File: src/rtl/adc_scan_sequencer_if.sv
// Bundle of register-side controls, ADC front-end handshake and filter-bank strobe
// seen by the ADC scan sequencer.
interface adc_scan_sequencer_if #(
    parameter int unsigned NUM_CH = 8,
    parameter int unsigned CH_W   = 3,
    parameter int unsigned DATA_W = 16
) ();
    logic              enable;
    logic [NUM_CH-1:0] ch_mask;
    logic              err_clr;
    logic              adc_start;
    logic [CH_W-1:0]   adc_ch;
    logic              adc_done;
    logic [DATA_W-1:0] adc_data;
    logic              filt_next;
    logic [CH_W-1:0]   filt_ch;
    logic [DATA_W-1:0] filt_data;
    logic              scan_done;
    logic              busy;
    logic              overrun_err;
    logic              timeout_err;

    modport master (
        input  enable, ch_mask, err_clr, adc_done, adc_data,
        output adc_start, adc_ch, filt_next, filt_ch, filt_data,
               scan_done, busy, overrun_err, timeout_err
    );

    modport slave (
        output enable, ch_mask, err_clr, adc_done, adc_data,
        input  adc_start, adc_ch, filt_next, filt_ch, filt_data,
               scan_done, busy, overrun_err, timeout_err
    );
endinterface

File: src/rtl/adc_scan_sequencer.sv
// Periodic multi-channel ADC scan controller: walks enabled channels once per tick,
// handshakes each conversion with timeout and forwards samples to the filter bank.
module adc_scan_sequencer #(
    parameter int unsigned NUM_CH  = 8,
    parameter int unsigned CH_W    = 3,
    parameter int unsigned PERIOD  = 48000,
    parameter int unsigned TIMEOUT = 255,
    parameter int unsigned DATA_W  = 16
) (
    input logic                  clk48mhz,
    input logic                  rstn,
    adc_scan_sequencer_if.master bus
);
    localparam int unsigned CNT_W = $clog2(PERIOD);
    localparam int unsigned TO_W  = $clog2(TIMEOUT + 1);

    typedef enum logic [2:0] {
        S_IDLE,
        S_START,
        S_CONVERT,
        S_STORE,
        S_ADVANCE
    } state_t;

    state_t            r_state;
    state_t            w_state_nxt;
    logic [CNT_W-1:0]  r_cnt;
    logic [TO_W-1:0]   r_tcnt;
    logic [NUM_CH-1:0] r_mask;
    logic [CH_W-1:0]   r_ch;
    logic              r_adc_start;
    logic              r_filt_next;
    logic [CH_W-1:0]   r_filt_ch;
    logic [DATA_W-1:0] r_filt_data;
    logic              r_scan_done;
    logic              r_busy;
    logic              r_overrun_err;
    logic              r_timeout_err;
    logic              w_tick;
    logic              w_tout;
    logic [CH_W:0]     w_first;
    logic [CH_W:0]     w_next;

    // Lowest set bit of mask at index >= lo, returned as {valid, index}.
    function automatic logic [CH_W:0] f_pick(input logic [NUM_CH-1:0] mask, input int lo);
        logic [CH_W:0] res;
        res = '0;
        for (int i = int'(NUM_CH) - 1; i >= 0; i--) begin
            if (mask[CH_W'(i)] && (i >= lo)) res = {1'b1, CH_W'(i)};
        end
        return res;
    endfunction

    assign w_tick  = bus.enable && (r_cnt == CNT_W'(PERIOD - 1));
    assign w_tout  = (r_tcnt == TO_W'(TIMEOUT - 1));
    assign w_first = f_pick(bus.ch_mask, 0);
    assign w_next  = f_pick(r_mask, int'(r_ch) + 1);

    always_ff @(posedge clk48mhz or negedge rstn) begin
        if (!rstn) r_state <= S_IDLE;
        else       r_state <= w_state_nxt;
    end

    always_comb begin
        w_state_nxt = r_state;
        case (r_state)
            S_IDLE:    if (w_tick && w_first[CH_W]) w_state_nxt = S_START;
            S_START:   w_state_nxt = S_CONVERT;
            S_CONVERT: begin
                if (bus.adc_done)  w_state_nxt = S_STORE;
                else if (w_tout)   w_state_nxt = S_ADVANCE;
            end
            S_STORE:   w_state_nxt = S_ADVANCE;
            S_ADVANCE: w_state_nxt = w_next[CH_W] ? S_START : S_IDLE;
            default:   w_state_nxt = S_IDLE;
        endcase
    end

    // Tick counter is held at zero while disabled so a re-enable waits a full period.
    always_ff @(posedge clk48mhz or negedge rstn) begin
        if (!rstn)             r_cnt <= '0;
        else if (!bus.enable)  r_cnt <= '0;
        else if (w_tick)       r_cnt <= '0;
        else                   r_cnt <= r_cnt + CNT_W'(1);
    end

    always_ff @(posedge clk48mhz or negedge rstn) begin
        if (!rstn) begin
            r_mask <= '0;
            r_ch   <= '0;
            r_tcnt <= '0;
        end else begin
            if (r_state == S_IDLE && w_state_nxt == S_START) begin
                r_mask <= bus.ch_mask;
                r_ch   <= w_first[CH_W-1:0];
            end else if (r_state == S_ADVANCE && w_next[CH_W]) begin
                r_ch   <= w_next[CH_W-1:0];
            end
            if (r_state == S_START)        r_tcnt <= '0;
            else if (r_state == S_CONVERT) r_tcnt <= r_tcnt + TO_W'(1);
        end
    end

    // Strobes follow the state being entered so they line up with that state's cycle.
    always_ff @(posedge clk48mhz or negedge rstn) begin
        if (!rstn) begin
            r_adc_start <= 1'b0;
            r_filt_next <= 1'b0;
            r_filt_ch   <= '0;
            r_filt_data <= '0;
            r_scan_done <= 1'b0;
            r_busy      <= 1'b0;
        end else begin
            r_adc_start <= (w_state_nxt == S_START);
            r_filt_next <= (w_state_nxt == S_STORE);
            r_scan_done <= (w_state_nxt == S_ADVANCE) && !w_next[CH_W];
            r_busy      <= (w_state_nxt != S_IDLE);
            if (w_state_nxt == S_STORE) begin
                r_filt_ch   <= r_ch;
                r_filt_data <= bus.adc_data;
            end
        end
    end

    // Sticky flags; a set event wins over a simultaneous clear.
    always_ff @(posedge clk48mhz or negedge rstn) begin
        if (!rstn) begin
            r_overrun_err <= 1'b0;
            r_timeout_err <= 1'b0;
        end else begin
            if (w_tick && r_state != S_IDLE) r_overrun_err <= 1'b1;
            else if (bus.err_clr)            r_overrun_err <= 1'b0;
            if (r_state == S_CONVERT && !bus.adc_done && w_tout) r_timeout_err <= 1'b1;
            else if (bus.err_clr)                                 r_timeout_err <= 1'b0;
        end
    end

    assign bus.adc_start   = r_adc_start;
    assign bus.adc_ch      = r_ch;
    assign bus.filt_next   = r_filt_next;
    assign bus.filt_ch     = r_filt_ch;
    assign bus.filt_data   = r_filt_data;
    assign bus.scan_done   = r_scan_done;
    assign bus.busy        = r_busy;
    assign bus.overrun_err = r_overrun_err;
    assign bus.timeout_err = r_timeout_err;
endmodule

File: src/flat_wrapper.sv
// flat-port wrapper written by rule: the top's interface ports become plain ports
module adc_scan_sequencer_flat 
#(
    parameter int unsigned NUM_CH  = 8,
    parameter int unsigned CH_W    = 3,
    parameter int unsigned PERIOD  = 48000,
    parameter int unsigned TIMEOUT = 255,
    parameter int unsigned DATA_W  = 16
)
  (clk48mhz, rstn, bus_enable, bus_ch_mask, bus_err_clr, bus_adc_done, bus_adc_data, bus_adc_start, bus_adc_ch, bus_filt_next, bus_filt_ch, bus_filt_data, bus_scan_done, bus_busy, bus_overrun_err, bus_timeout_err);
  adc_scan_sequencer_if #(.NUM_CH(NUM_CH), .CH_W(CH_W), .DATA_W(DATA_W)) bus_i ();
  input logic clk48mhz;
  input logic rstn;
  input wire logic [$bits(bus_i.enable)-1:0] bus_enable;
  input wire logic [$bits(bus_i.ch_mask)-1:0] bus_ch_mask;
  input wire logic [$bits(bus_i.err_clr)-1:0] bus_err_clr;
  input wire logic [$bits(bus_i.adc_done)-1:0] bus_adc_done;
  input wire logic [$bits(bus_i.adc_data)-1:0] bus_adc_data;
  output wire logic [$bits(bus_i.adc_start)-1:0] bus_adc_start;
  output wire logic [$bits(bus_i.adc_ch)-1:0] bus_adc_ch;
  output wire logic [$bits(bus_i.filt_next)-1:0] bus_filt_next;
  output wire logic [$bits(bus_i.filt_ch)-1:0] bus_filt_ch;
  output wire logic [$bits(bus_i.filt_data)-1:0] bus_filt_data;
  output wire logic [$bits(bus_i.scan_done)-1:0] bus_scan_done;
  output wire logic [$bits(bus_i.busy)-1:0] bus_busy;
  output wire logic [$bits(bus_i.overrun_err)-1:0] bus_overrun_err;
  output wire logic [$bits(bus_i.timeout_err)-1:0] bus_timeout_err;
  assign bus_i.enable = bus_enable;
  assign bus_i.ch_mask = bus_ch_mask;
  assign bus_i.err_clr = bus_err_clr;
  assign bus_i.adc_done = bus_adc_done;
  assign bus_i.adc_data = bus_adc_data;
  assign bus_adc_start = bus_i.adc_start;
  assign bus_adc_ch = bus_i.adc_ch;
  assign bus_filt_next = bus_i.filt_next;
  assign bus_filt_ch = bus_i.filt_ch;
  assign bus_filt_data = bus_i.filt_data;
  assign bus_scan_done = bus_i.scan_done;
  assign bus_busy = bus_i.busy;
  assign bus_overrun_err = bus_i.overrun_err;
  assign bus_timeout_err = bus_i.timeout_err;
  adc_scan_sequencer #(.NUM_CH(NUM_CH), .CH_W(CH_W), .PERIOD(PERIOD), .TIMEOUT(TIMEOUT), .DATA_W(DATA_W)) u_core (.clk48mhz(clk48mhz), .rstn(rstn), .bus(bus_i));
endmodule
File: config.mk
export PLATFORM = sky130hd
export DESIGN_NAME = adc_scan_sequencer_flat
export DESIGN_NICKNAME = d
export VERILOG_FILES = /design/src/rtl/adc_scan_sequencer_if.sv /design/src/rtl/adc_scan_sequencer.sv /design/src/flat_wrapper.sv
export SDC_FILE = /design/constraint.sdc
export NUM_CORES = 1
export LEC_CHECK = 0
export ABC_CLOCK_PERIOD_IN_PS = 2600
export CAP_MARGIN = 30
export CORE_MARGIN = 2
export CORE_UTILIZATION = 51
export DETAILED_ROUTE_END_ITERATION = 10
export GPL_TIMING_DRIVEN = 0
export PLACE_DENSITY_LB_ADDON = 0.3
export SYNTH_ARGS = -nofsm -noshare
export SYNTH_HDL_FRONTEND = slang
export SYNTH_SLANG_ARGS = --single-unit
File: constraint.sdc
create_clock -name clk48mhz -period 2.6 [get_ports clk48mhz]
set_input_delay 0.26 -clock clk48mhz [delete_from_list [all_inputs] [get_ports clk48mhz]]
set_output_delay 0.26 -clock clk48mhz [all_outputs]
set_load 0.01 [all_outputs]
==> impl_metrics.toml <==
[worst_setup_path]
crit_type = "register to register"
critPathRequiredTime_ps = 2800
endpoint_kind = "register"
critPathSlowestCell = "dfrtp_1"
path_cells = "ha_1 -> nand2_1 -> nor4b_4 -> and3_1 -> buf_4 -> mux2_2"
path_buf_inv = 1
path_delay_family = "simple AND/OR/NAND/NOR gates"
crit_arrival_ps = 2270
cp_max_fo = 6
crit_path_max_incr_delay_ps = 450
startpoint_type = "register"

[drt]
drcViolationCount = 0
via_count = 2115
post_drt_via_cell_ratio = 5.47
ant_nets = 0
drtPass1Iterations = 4
post_drt_wl_per_cell_um = 14.4
wirelength_um = 5590
first_iter_violations = 96

[pwr]
peakVddDrop_mv = 0.651
p_per_area_mw_per_mm2 = 844
p_leak_nw = 1.42
p_total_mw = 2.90

[final_layout]
final_common_cell = "dfrtp_1"
final_core_util = 0.669
area.growth.synth_to_final_pct = 25.9
drive_gt1_frac = 0.155
nFillCells = 407
layout.nets = 348
antennaDiodeCount = 0
mostFrequentLayoutCells = "dfrtp_1, clkdlybuf4s50_1, nor2_1"

[yosys]
yosysWarningCount = 0
synthAdderAreaFrac = 0.0137
ys_types = 50
synthMuxAreaShare = 0.0902
ys_seq_area_frac = 0.513
synth_top_family_by_area = "simple AND/OR/NAND/NOR gates"
yosys.area.top_type_share = 0.513
syn_inst = 256
postSynthAreaPerCell_um2 = 10.7
synth_area_mm2 = 0.00273
synth_seq_cells = 56
synthXorXnorAreaFrac = 0.0481
yosysTopAreaCell = "dfrtp_1"
synthArstFlopShare = 1.00
synth-edff-count = 0
synthSimpleGateAreaFrac = 0.210
synth_area_leaders = "dfrtp_1, mux2_2, nor2_1, xnor2_1, a21oi_1"
synth_compound_area_frac = 0.0815
synth-main-ff-cell = "dfrtp_1"

[clock_network]
cts.sinks = 56
cts_buffers = 5
cts_buffer_depth = 2
path_clk_slew_ps = 110
cts_setup_buffers = 0
cts_tree = "yes"
cts_resized = 0
clock_latency_ps = 320
ctsHoldBuffers = 1
clock-root-buffer = "clkbuf_8"
htreeDepth = 2

[timing]
fmax_mhz = 483
final.min_clock_period_ps = 2070
worst_pin_slew_ps = 673
rsz0062_at_grt = "no"
setup_viol = 0
fin_skew_ps = 15.2
hold_viol = 0
fin_crit_sh = 0.796
relSlewSlack = 0.552
fin_ws_ps = 531
final_max_slew_viol_count = 0

[floorplan]
core_mm2 = 0.00514
ios = 57
std_cell_rows = 26
dieWidth_um = 77.2
start_util = 0.531
die_h_um = 77.2
dieArea_mm2 = 0.00596

[global_route]
grt_util_met1 = 0.251
antenna_found_initial = 0
grt_pass1_wl_um = 9400
grt_use_met3 = 0.0412
grt-ovfl-total = 0
use_met2 = 0.337
grt.busiest_layer = "met2"
grt_pass1_vias = 2056
grt_max_degree = 30
grt_usage = 0.197

[placed_design]
gp_congestion = 0.856
dp_slack_ps = 492
io_buffers = 50
place_hpwl_um = 4120

[run]
cap_violations = 0

[outcome]
outcome = "complete, no violations"

[hold_path]
hold_class = "input pin to async pin"
-- layout make-up --
cell class                 instances  area [µm²]  area share
buffer                            13        77.6      0.0226
clock buffer                       5        68.8      0.0200
clock inverter                     3        22.5     0.00655
inverter                          10        37.5      0.0109
multi-input combinational        178        1220       0.354
sequential                        56        1400       0.407
tap                               70        87.6      0.0255
timing repair buffer              52         526       0.153
-- flip-flops by register name, summed over array words and instances, names as in the netlist, 2 cells and up --
signal / count
u_core.r_tcnt: 8
u_core.r_state: 3
u_core.r_mask: 3
u_core.bus.filt_data: 16
u_core.bus.filt_ch: 2
u_core.bus.adc_ch: 2
u_core.r_cnt: 16
-- final timing paths --
kind / depth (start not counted) / to / slack, ps / from
setup / recovery: 6 / u_core.r_mask[2] / 530 / u_core.r_cnt[0]
hold / removal: 2 / u_core.r_cnt[6] / 500 / rstn
setup reg to reg: 6 / u_core.r_mask[2] / 530 / u_core.r_cnt[0]
hold reg to reg: 1 / u_core.bus.filt_data[14] / 520 / u_core.bus.filt_data[14]
max in group asynchronous: 3 / u_core.bus.filt_data[2] / 1510 / rstn
min in group clk48mhz: 1 / u_core.bus.filt_data[14] / 520 / u_core.bus.filt_data[14]
-- cell usage after synthesis, types with 2 or more instances --
master    number
nand4_1        8
xnor2_1       12
nor3b_1        2
dfrtp_1       56
nand2_1       14
clkbuf_1       4
buf_2          2
nor2_1        29
nand3_1        9
ha_1           3
or2_2          2
and4_1         2
mux2_2        21
nor2b_1        2
o211ai_1       2
inv_1         10
nor4b_1        3
o21ai_0       11
nand2b_1       3
a31oi_1        2
buf_4          5
nand3b_1       2
a21oi_1       11
o22ai_1        3
nor4_1         4
nor3_1         7
or3_1          2
xor2_1         3
-- routing by layer --
| layer | wire (µm) | part of all wire | vias to the layer above |
|---|---|---|---|
| met5 | 0 | 0 | - |
| met4 | 65 | 0.012 | 0 |
| met3 | 194 | 0.035 | 5 |
| met2 | 2850 | 0.51 | 37 |
| met1 | 2480 | 0.44 | 1054 |
| li1 | - | - | 1019 |
-- metrics by stage --
stage | hold slack [ps] | cells | setup TNS, ps | instance area (µm²)
after floorplan | -35.6 | 257 | 0 | 2740
after global placement | 490 | 377 | -29230 | 3320
after detailed placement | 341 | 378 | 0 | 3340
after CTS | 520 | 387 | 0 | 3440
after global routing | 533 | 387 | 0 | 3440
final | 498 | 387 | 0 | 3440
-- report_power, final --
part / switching, mW / internal (mW)
clock: 0.297 / 0.194
combinational: 0.520 / 0.636
sequential: 0.161 / 1.09
total: 0.978 / 1.92
-- cell families after synthesis --
family,after synthesis
xor+xnor,15
buf+inv,23
simple gates,100
mux,22
other cells,1
flops,56
compound gates,36
fa+ha+maj,3
Note: power is estimated with default switching activity, not from simulation.
